<file path="src/rtl/display_scanner.sv">
// N-digit seven-segment scan driver with hex decode, decimal points, per-digit enable,
// blink, leading-zero blanking, per-slot dead time and frame-synchronous content updates.
module display_scanner #(
  parameter int NUM_DIGITS   = 8,
  parameter int SLOT_CYCLES  = 12500,
  parameter int BLANK_CYCLES = 250,
  parameter int BLINK_FRAMES = 250,
  localparam int IW = (NUM_DIGITS > 1) ? $clog2(NUM_DIGITS) : 1
) (
  input  logic                    clk,
  input  logic                    reset,
  input  logic [4*NUM_DIGITS-1:0] digits_in,
  input  logic [NUM_DIGITS-1:0]   dp_in,
  input  logic [NUM_DIGITS-1:0]   enable_in,
  input  logic [NUM_DIGITS-1:0]   blink_in,
  input  logic                    lz_suppress,
  input  logic                    load,
  output logic [NUM_DIGITS-1:0]   an,
  output logic [6:0]              seg,
  output logic                    dp,
  output logic [3:0]              bcd_out,
  output logic [IW-1:0]           digit_sel,
  output logic                    frame_start
);

  localparam int SW = (SLOT_CYCLES > 1) ? $clog2(SLOT_CYCLES) : 1;
  localparam int BW = (BLINK_FRAMES > 1) ? $clog2(BLINK_FRAMES) : 1;
  // Captured display content: {lz, blink, enable, dp, digits}
  localparam int CW = 7 * NUM_DIGITS + 1;

  function automatic logic [6:0] hex_to_seg(input logic [3:0] value);
    logic [6:0] code;
    case (value)
      4'h0:    code = 7'h40;
      4'h1:    code = 7'h79;
      4'h2:    code = 7'h24;
      4'h3:    code = 7'h30;
      4'h4:    code = 7'h19;
      4'h5:    code = 7'h12;
      4'h6:    code = 7'h02;
      4'h7:    code = 7'h78;
      4'h8:    code = 7'h00;
      4'h9:    code = 7'h10;
      4'hA:    code = 7'h08;
      4'hB:    code = 7'h03;
      4'hC:    code = 7'h46;
      4'hD:    code = 7'h21;
      4'hE:    code = 7'h06;
      4'hF:    code = 7'h0E;
      default: code = 7'h7F;
    endcase
    return code;
  endfunction

  logic [SW-1:0]           slot_cnt_r;
  logic [IW-1:0]           idx_r;
  logic [BW-1:0]           blink_cnt_r;
  logic                    blink_phase_r;
  logic                    pending_r;
  logic [CW-1:0]           shadow_r;
  logic [CW-1:0]           active_r;

  logic                    slot_wrap_s;
  logic                    frame_end_s;
  logic                    frame_first_s;
  logic                    drive_s;
  logic [CW-1:0]           capture_s;
  logic [4*NUM_DIGITS-1:0] act_digits_s;
  logic [NUM_DIGITS-1:0]   act_dp_s;
  logic [NUM_DIGITS-1:0]   act_en_s;
  logic [NUM_DIGITS-1:0]   act_blink_s;
  logic                    act_lz_s;
  logic [NUM_DIGITS-1:0]   suppress_s;
  logic [NUM_DIGITS-1:0]   blanked_s;
  logic [NUM_DIGITS-1:0]   an_drive_s;
  logic [3:0]              cur_digit_s;
  logic                    cur_dp_s;
  logic                    cur_shown_s;

  assign slot_wrap_s   = (slot_cnt_r == SW'(SLOT_CYCLES - 1));
  assign frame_end_s   = slot_wrap_s && (idx_r == IW'(NUM_DIGITS - 1));
  assign frame_first_s = (slot_cnt_r == SW'(0)) && (idx_r == IW'(0));
  assign drive_s       = (slot_cnt_r >= SW'(BLANK_CYCLES));

  assign capture_s    = {lz_suppress, blink_in, enable_in, dp_in, digits_in};
  assign act_digits_s = active_r[4*NUM_DIGITS-1:0];
  assign act_dp_s     = active_r[5*NUM_DIGITS-1:4*NUM_DIGITS];
  assign act_en_s     = active_r[6*NUM_DIGITS-1:5*NUM_DIGITS];
  assign act_blink_s  = active_r[7*NUM_DIGITS-1:6*NUM_DIGITS];
  assign act_lz_s     = active_r[7*NUM_DIGITS];

  assign blanked_s = ~act_en_s | (act_blink_s & {NUM_DIGITS{blink_phase_r}}) | suppress_s;

  // Slot counter and digit index; idx advances when a slot completes.
  always_ff @(posedge clk) begin
    if (reset) begin
      slot_cnt_r <= SW'(0);
      idx_r      <= IW'(0);
    end else if (slot_wrap_s) begin
      slot_cnt_r <= SW'(0);
      if (idx_r == IW'(NUM_DIGITS - 1)) begin
        idx_r <= IW'(0);
      end else begin
        idx_r <= idx_r + IW'(1);
      end
    end else begin
      slot_cnt_r <= slot_cnt_r + SW'(1);
    end
  end

  // Blink half-period counted in whole frames so the phase only flips between frames.
  always_ff @(posedge clk) begin
    if (reset) begin
      blink_cnt_r   <= BW'(0);
      blink_phase_r <= 1'b0;
    end else if (frame_end_s) begin
      if (blink_cnt_r == BW'(BLINK_FRAMES - 1)) begin
        blink_cnt_r   <= BW'(0);
        blink_phase_r <= ~blink_phase_r;
      end else begin
        blink_cnt_r <= blink_cnt_r + BW'(1);
      end
    end
  end

  // Double buffer: loads land in shadow; active only changes at the frame boundary.
  always_ff @(posedge clk) begin
    if (reset) begin
      shadow_r  <= {CW{1'b0}};
      active_r  <= {CW{1'b0}};
      pending_r <= 1'b0;
    end else begin
      if (load) begin
        shadow_r <= capture_s;
      end
      if (frame_end_s && load) begin
        active_r  <= capture_s;
        pending_r <= 1'b0;
      end else if (frame_end_s && pending_r) begin
        active_r  <= shadow_r;
        pending_r <= 1'b0;
      end else if (load) begin
        pending_r <= 1'b1;
      end
    end
  end

  // Leading-zero mask: zeros above the most significant non-zero digit; digit 0 always kept.
  always_comb begin
    logic seen;
    seen       = 1'b0;
    suppress_s = {NUM_DIGITS{1'b0}};
    for (int i = NUM_DIGITS - 1; i >= 1; i--) begin
      if (act_digits_s[4*i +: 4] != 4'h0) begin
        seen = 1'b1;
      end else begin
        seen = seen;
      end
      if (act_lz_s && !seen) begin
        suppress_s[i] = 1'b1;
      end else begin
        suppress_s[i] = 1'b0;
      end
    end
  end

  // Select the current digit's value, dp and visibility, and its one-hot anode pattern.
  always_comb begin
    cur_digit_s = 4'h0;
    cur_dp_s    = 1'b0;
    cur_shown_s = 1'b0;
    an_drive_s  = {NUM_DIGITS{1'b1}};
    for (int i = 0; i < NUM_DIGITS; i++) begin
      if (idx_r == IW'(i)) begin
        cur_digit_s   = act_digits_s[4*i +: 4];
        cur_dp_s      = act_dp_s[i];
        cur_shown_s   = ~blanked_s[i];
        an_drive_s[i] = 1'b0;
      end else begin
        an_drive_s[i] = 1'b1;
      end
    end
  end

  // Registered pin drivers; the dead time and blanked digits keep every pin dark.
  always_ff @(posedge clk) begin
    if (reset) begin
      an          <= {NUM_DIGITS{1'b1}};
      seg         <= 7'h7F;
      dp          <= 1'b1;
      bcd_out     <= 4'h0;
      digit_sel   <= IW'(0);
      frame_start <= 1'b0;
    end else begin
      bcd_out     <= cur_digit_s;
      digit_sel   <= idx_r;
      frame_start <= frame_first_s;
      if (drive_s && cur_shown_s) begin
        an  <= an_drive_s;
        seg <= hex_to_seg(cur_digit_s);
        dp  <= ~cur_dp_s;
      end else begin
        an  <= {NUM_DIGITS{1'b1}};
        seg <= 7'h7F;
        dp  <= 1'b1;
      end
    end
  end

endmodule
</file>
<file path="config.mk">
export PLATFORM = sky130hd
export DESIGN_NAME = display_scanner
export DESIGN_NICKNAME = d
export VERILOG_FILES = /design/src/rtl/display_scanner.sv
export SDC_FILE = /design/constraint.sdc
export NUM_CORES = 1
export LEC_CHECK = 0
export BUFFER_PORTS_ARGS = -buffer_cell sky130_fd_sc_hd__buf_4
export CORE_MARGIN = 4
export CORE_UTILIZATION = 29
export CTS_CLUSTER_SIZE = 20
export DETAILED_ROUTE_END_ITERATION = 16
export SLEW_MARGIN = 20
export SYNTH_ARGS = -nofsm -noshare
export SYNTH_HDL_FRONTEND = slang
export SYNTH_SLANG_ARGS = --single-unit
</file>
<file path="constraint.sdc">
create_clock -name clk -period 2.85 [get_ports clk]
set_input_delay 0 -clock clk [delete_from_list [all_inputs] [get_ports clk]]
set_output_delay 0 -clock clk [all_outputs]
set_load 0.02 [all_outputs]
</file>
-- Word-level counts from Yosys, hierarchy flattened
Memories as Yosys holds them, arrays and structs flattened. A register that Yosys moved wholly into a read port is not among the register bits.
Index checks and enable logic that the tools add are counted.
- flip-flop bits (word level): 158
- bits in read-only memories: 112
- memories kept: 1
- $add $sub $neg: 3
- $lt $le $gt $ge: 1
- equal/unequal tests: 9
- muxes and demuxes: 50
- bitwise logic cells: 15
- reductions and logical operators: 33
- memories (name ; words ; bits a word ; read ports ; clocked after memory_dff ; wr ports ; RTL line ; text):
    (no name shown) ; 16 ; 7 ; 1 ; 1 ; 0 ; 33 ; case (value)
- operators with widths (cell ; number):
    two-way mux 57 bit ; 2
    two-way mux 1 bit ; 38
    two-way mux 4 bit ; 8
    nonzero test 4 bit ; 7
    OR 8 bit ; 2
    adder 14 x 1 -> 14 bit (second input constant) ; 1
    equality test 14 bit (second input constant) ; 1
    >= comparator 14 x 8 -> 1 bit (second input constant) ; 1
    logical NOT 14 bit ; 1
    equality test 3 bit (second input constant) ; 4
    logical AND 1 bit ; 12
    inverter 1 bit ; 11
    adder 8 x 1 -> 8 bit (second input constant) ; 1
    bitwise AND 8 bit ; 1
    equality test 8 bit (second input constant) ; 1
    two-way mux 8 bit ; 1
    inverter 8 bit ; 1
    logical NOT 1 bit ; 7
    equality test 3 x 2 -> 1 bit (second input constant) ; 2
    OR reduction 2 bit ; 2
    adder 3 x 1 -> 3 bit (second input constant) ; 1
    equality test 3 x 1 -> 1 bit (second input constant) ; 1
    logical NOT 3 bit ; 1
    two-way mux 3 bit ; 1
    other kinds (3) ; 3

-- Longest topological paths before layout
- depth in word-level cells: 24
- mapped depth: 14

-- Worst setup path before layout
OpenSTA, ideal clock, no wires.
- path type: reg-to-reg
- from: reg idx_r[0]
- to: reg seg[4]
- library setup time: 0.079 ns
- arrival: 2.721 ns
- required time: 2.771 ns
- path slack: 0.050 ns
- cell stages (with the launch flop): 11
- period minus slack after synthesis: 2.800 ns
- cell sequence: dfxtp_1 inv_1 ha_1 clkbuf_1 clkbuf_1 nand2_1 o311ai_0 inv_1 ha_1 mux2_2 o211ai_1
- elaborated cells between the ends (all ways): 27
- classes of those cells: eq/ne: 7; mux: 16; bitwise: 1; reduce/logical: 3
- RTL lines (what ; RTL line ; text):
    start: declaration ; 56 ; logic [IW-1:0] idx_r;
    start signal: assignment ; 104 ; idx_r <= idx_r + IW'(1);
    logical NOT 3 bit ; 174 ; if (idx_r == IW'(i)) begin
    two-way mux 4 bit (7 in series) ; 174 ;
    two-way mux 4 bit (*) ; 174 ;
    via cur_digit_s[1] ; 76 ; logic [3:0] cur_digit_s;
    end: declaration ; 19 ; output logic [6:0] seg,
The timed path passes the listed nets; every way through them passes the cells marked *.
A chain may end at the register's enable or synchronous reset.

-- Worst setup path in the final report
- from: reg idx_r[0]
- to: reg seg[0]
Same word-level chain as after synthesis.

==> summary.md <==
| Metric | Value |
|---|---|
| Outcome | finished, final reports clean |
| Reg2Reg Capture Point | seg[0] |
| Distinct cell type count of the synthesized netlist | 53 |
| Post-route setup TNS | 0 ns |
| Routed wire length | 19.0 mm |
| Vias per cell | about 4.7 |
| ANT cells | 0 |
| Hold Crit Class | input pin to flop |
| Max Cap Violations | 0 |
| Sw frac | 0.235 |
| Slowest stage cell, crit path | dfxtp_1 |
| Hold Path Depth | 2 |
| Vias | 6012 |
| R2R Setup Slk | ~0.28 ns |
| Sequential area share after synthesis | 0.450 |
| Seq pwr share | 0.470 |
| Cell Area, Placed | 8340 µm² |
| DP HPWL | approximately 13 mm |
| Area leader, netlist | dfxtp_1 |
| Synth Area in Compound Gates | 0.190 |
| Setup Crit Path Kind | flop to flop |
| P per Cell Area | 526 nW/µm² |
| Number of synthesized flops with an enable pin | 0 |
| Simple-gate share of the synthesized area | 0.183 |
| Synth Area in XOR/XNOR | 0.0191 |
| Syn Area/Cell | approximately 9.2 µm² |
| Wirelength per Cell | 14.9 µm |
| DIE HEIGHT | between 150 and 200 µm |
| Row cnt | 57 |
| Synthesized area | 7350 µm² |
| Fin util | 0.393 |
| 1st-iter DRT viols | roughly 330 |
| Clock root cell | clkbuf_16 |
| Starting Density | 0.299 |
| Die Area | roughly 28000 µm² |
| GRT overflow | 0 |
| Drt pass-1 iters | 4 |
| Largest family of logic cells by synthesized area | compound AO/OA/AOI/OAI gates |
| Syn. warnings | 0 |
| Most common cell in the synthesized netlist | nor2_1 |
| Fin. max-slew vios | 0 |
| Most used flip-flop cell after synthesis | dfxtp_1 |
| Total CTS buffers | 17 |
| Die X | 167 µm |
| Initial antenna violation count | 0 |
| RSZ-0062 raised after global routing | no |
| Peak Freq | between 300 and 400 MHz |
| Static leakage | between 0.003 and 0.004 µW |
| Hold Crit Start | load |
| H-Tree Depth | 4 |
| Worst-path clk slew | 0.07 ns |
| First-pass GRT wire length | ~31 mm |
| GP Congestion | 0.856 |
| Worst path cell trace | ha_1, ha_2, nor2_1, buf_4, o21ai_0, a22oi_1, o211ai_1, o311a_4, inv_1, ha_1, a22oi_1, o311ai_0 |
| Logic pwr share | 0.077 |
| Internal power | 3890 µW |
| Maximum clock insertion buffer count | 2 |
| Worst endpoint required time | 3.14 ns |
| Adder-cell share of the synthesized area | 0.0290 |
| # IOs | 84 |
| Relative slew slack | 0.512 |
| Final hold violation count | 0 |
| Number of port buffers | 83 |
| Critical path launch point type | flop |
| Worst Max-Slew Pin Slew | about 0.73 ns |
| Nets@finish | 1018 |
| List of most frequent post-synthesis cells | nor2_1 (189), dfxtp_1 (165), mux2i_1 (61) |
| Overall power | approximately 5100 µW |
| Crit end category | flop |
| Mapped Cells | 800 |
| Hold EP | active_r[52] |
| R2R depth | 12 |
| CTS tree | done |
| Core area | 24600 µm² |
| Sw Pwr | about 1200 µW |
| Syn nets | 877 |
| Remaining DRCs | 0 |
| Reg2reg start | idx_r[0] |
| Dominant cells by area after synthesis | dfxtp_1 (45%), nor2_1 (9.7%), mux2i_1 (8.3%) |
| Setup violations, final | 0 |
| Largest net degree at the start of global routing | 71 |
| Setup Skew | ~0.015 ns |
| Share of post-route cells with drive strength above 1 | 0.225 |
| Vias in the first global route | 5939 |
| Area added between synthesis and finish | 31.7% |
| Clk pwr share | 0.453 |
| Tot GR Track Use | 0.136 |
| Final worst-path cycle share | 0.902 |
| Top-area cell type share of the netlist area | 0.450 |
| Later-pin clock latency in the skew report | 0.43 ns |
| Slowest stage delay, CP | around 0.40 ns |
| Clock Sinks | 165 |
| Critical-path maximum fanout | 8 |
| Share of synthesized registers carrying an async set or reset | 0 |
| Synth Register Bits | 165 |
| Routed Antenna Nets | 0 |
| Tmin final | 2.57 ns |
| Multiplexer area fraction after synthesis | 0.0862 |
| Final Instance Area | roughly 9700 µm² |
| VDD IR max | 0.000381 V |
| Critical path arrival | 2.86 ns |
-- critical path, delay by kind of cell, from the launching register on --
| kind | cells | cell delay (ns) |
|---|---|---|
| AO/OA/AOI/OAI | 6 | 1.01 |
| adder cells (fa/ha/maj) | 3 | 0.71 |
| buffers and inverters | 2 | 0.23 |
| flip-flops | 1 | 0.40 |
| AND/OR/NAND/NOR | 1 | 0.09 |
-- logic make-up after synthesis --
family | Yosys count
compound gates | 163
xor+xnor | 16
fa+ha+maj | 17
buf+inv | 76
flops | 165
mux | 63
simple gates | 300
-- worst max path at each step --
stage                     slack (ns)  depth (start not counted)  startpoint      to
after floorplan                 0.05                         10    idx_r[0]  seg[4]
after global placement          0.18                         14    idx_r[0]  seg[3]
after detailed placement        0.07                         14    idx_r[0]  seg[3]
after CTS                       0.06                         14    idx_r[0]  seg[3]
after global routing            0.02                         12    idx_r[0]  seg[0]
final                           0.28                         12    idx_r[0]  seg[0]
-- metal layers --
metal	vias to the layer above	part of all wire	global-route usage	routed length, µm
li1	3093	-	-	-
met1	2796	0.48	0.186	9180
met2	100	0.45	0.211	8550
met3	23	0.051	0.0370	962
met4	0	0.015	0.0395	289
met5	-	0	0	0
-- stage by stage --
step | instances | setup WS, ns | hold slack, ns
floorplan | 800 | 0.0502 | 0.113
global placement | 1176 | 0.179 | 0.248
detailed placement | 1176 | 0.0695 | 0.256
CTS | 1277 | 0.0633 | 0.00144
global route | 1278 | 0.0150 | 0.0246
finish | 1278 | 0.280 | 0.0229
-- power groups by stage --
stage	clock network, µW	registers, µW	logic [µW]
floorplan	0	2430	201
finish	2300	2390	392
global placement	0	2440	314
detailed placement	0	2440	317
CTS	2360	2390	396
global route	2460	2390	433
-- sequential cells by signal, summed over array words and instances, names as in the netlist --
signal	count
bcd_out	4
active_r	57
seg	7
dp	1
shadow_r	57
digit_sel	3
pending_r	1
frame_start	1
an	8
blink_phase_r	1
idx_r	3
blink_cnt_r	8
slot_cnt_r	14
-- timing repair --
action / in CTS / in global routing
buffers inserted: 0 / 1
hold buffers: 69 / 0
endpoints found under the setup margin: 0 / 5
gates resized for setup: 0 / 10
hold endpoints to repair: 115 / 0
-- cells in the final DEF (no fill, tap or decap), types with 7 or more instances in the layout --
| master | synthesis | layout |
|---|---|---|
| xor2_1 | 13 | 13 |
| dfxtp_1 | 165 | 165 |
| or3_1 | 7 | 7 |
| nand3_1 | 10 | 10 |
| o211ai_1 | 7 | 7 |
| o21ai_0 | 14 | 14 |
| a21oi_1 | 28 | 28 |
| nand2_1 | 41 | 41 |
| dlygate4sd3_1 | 0 | 69 |
| ha_1 | 17 | 15 |
| mux2i_1 | 61 | 61 |
| a211oi_2 | 48 | 49 |
| buf_4 | 7 | 111 |
| inv_1 | 16 | 16 |
| nor4_1 | 8 | 8 |
| o22ai_1 | 25 | 25 |
| clkbuf_16 | 0 | 17 |
| nor2_1 | 189 | 187 |
| nand4_1 | 8 | 8 |
-- layout make-up --
cell class,count,area [µm²]
flip-flops and latches,165,3300
well taps,324,405
multi-input cells,559,3770
clock buffers,19,443
clock inverters,13,146
inverters,17,63.8
fillers,2484,14900
repair buffers,181,1540
(Power assumes the default switching activity.)
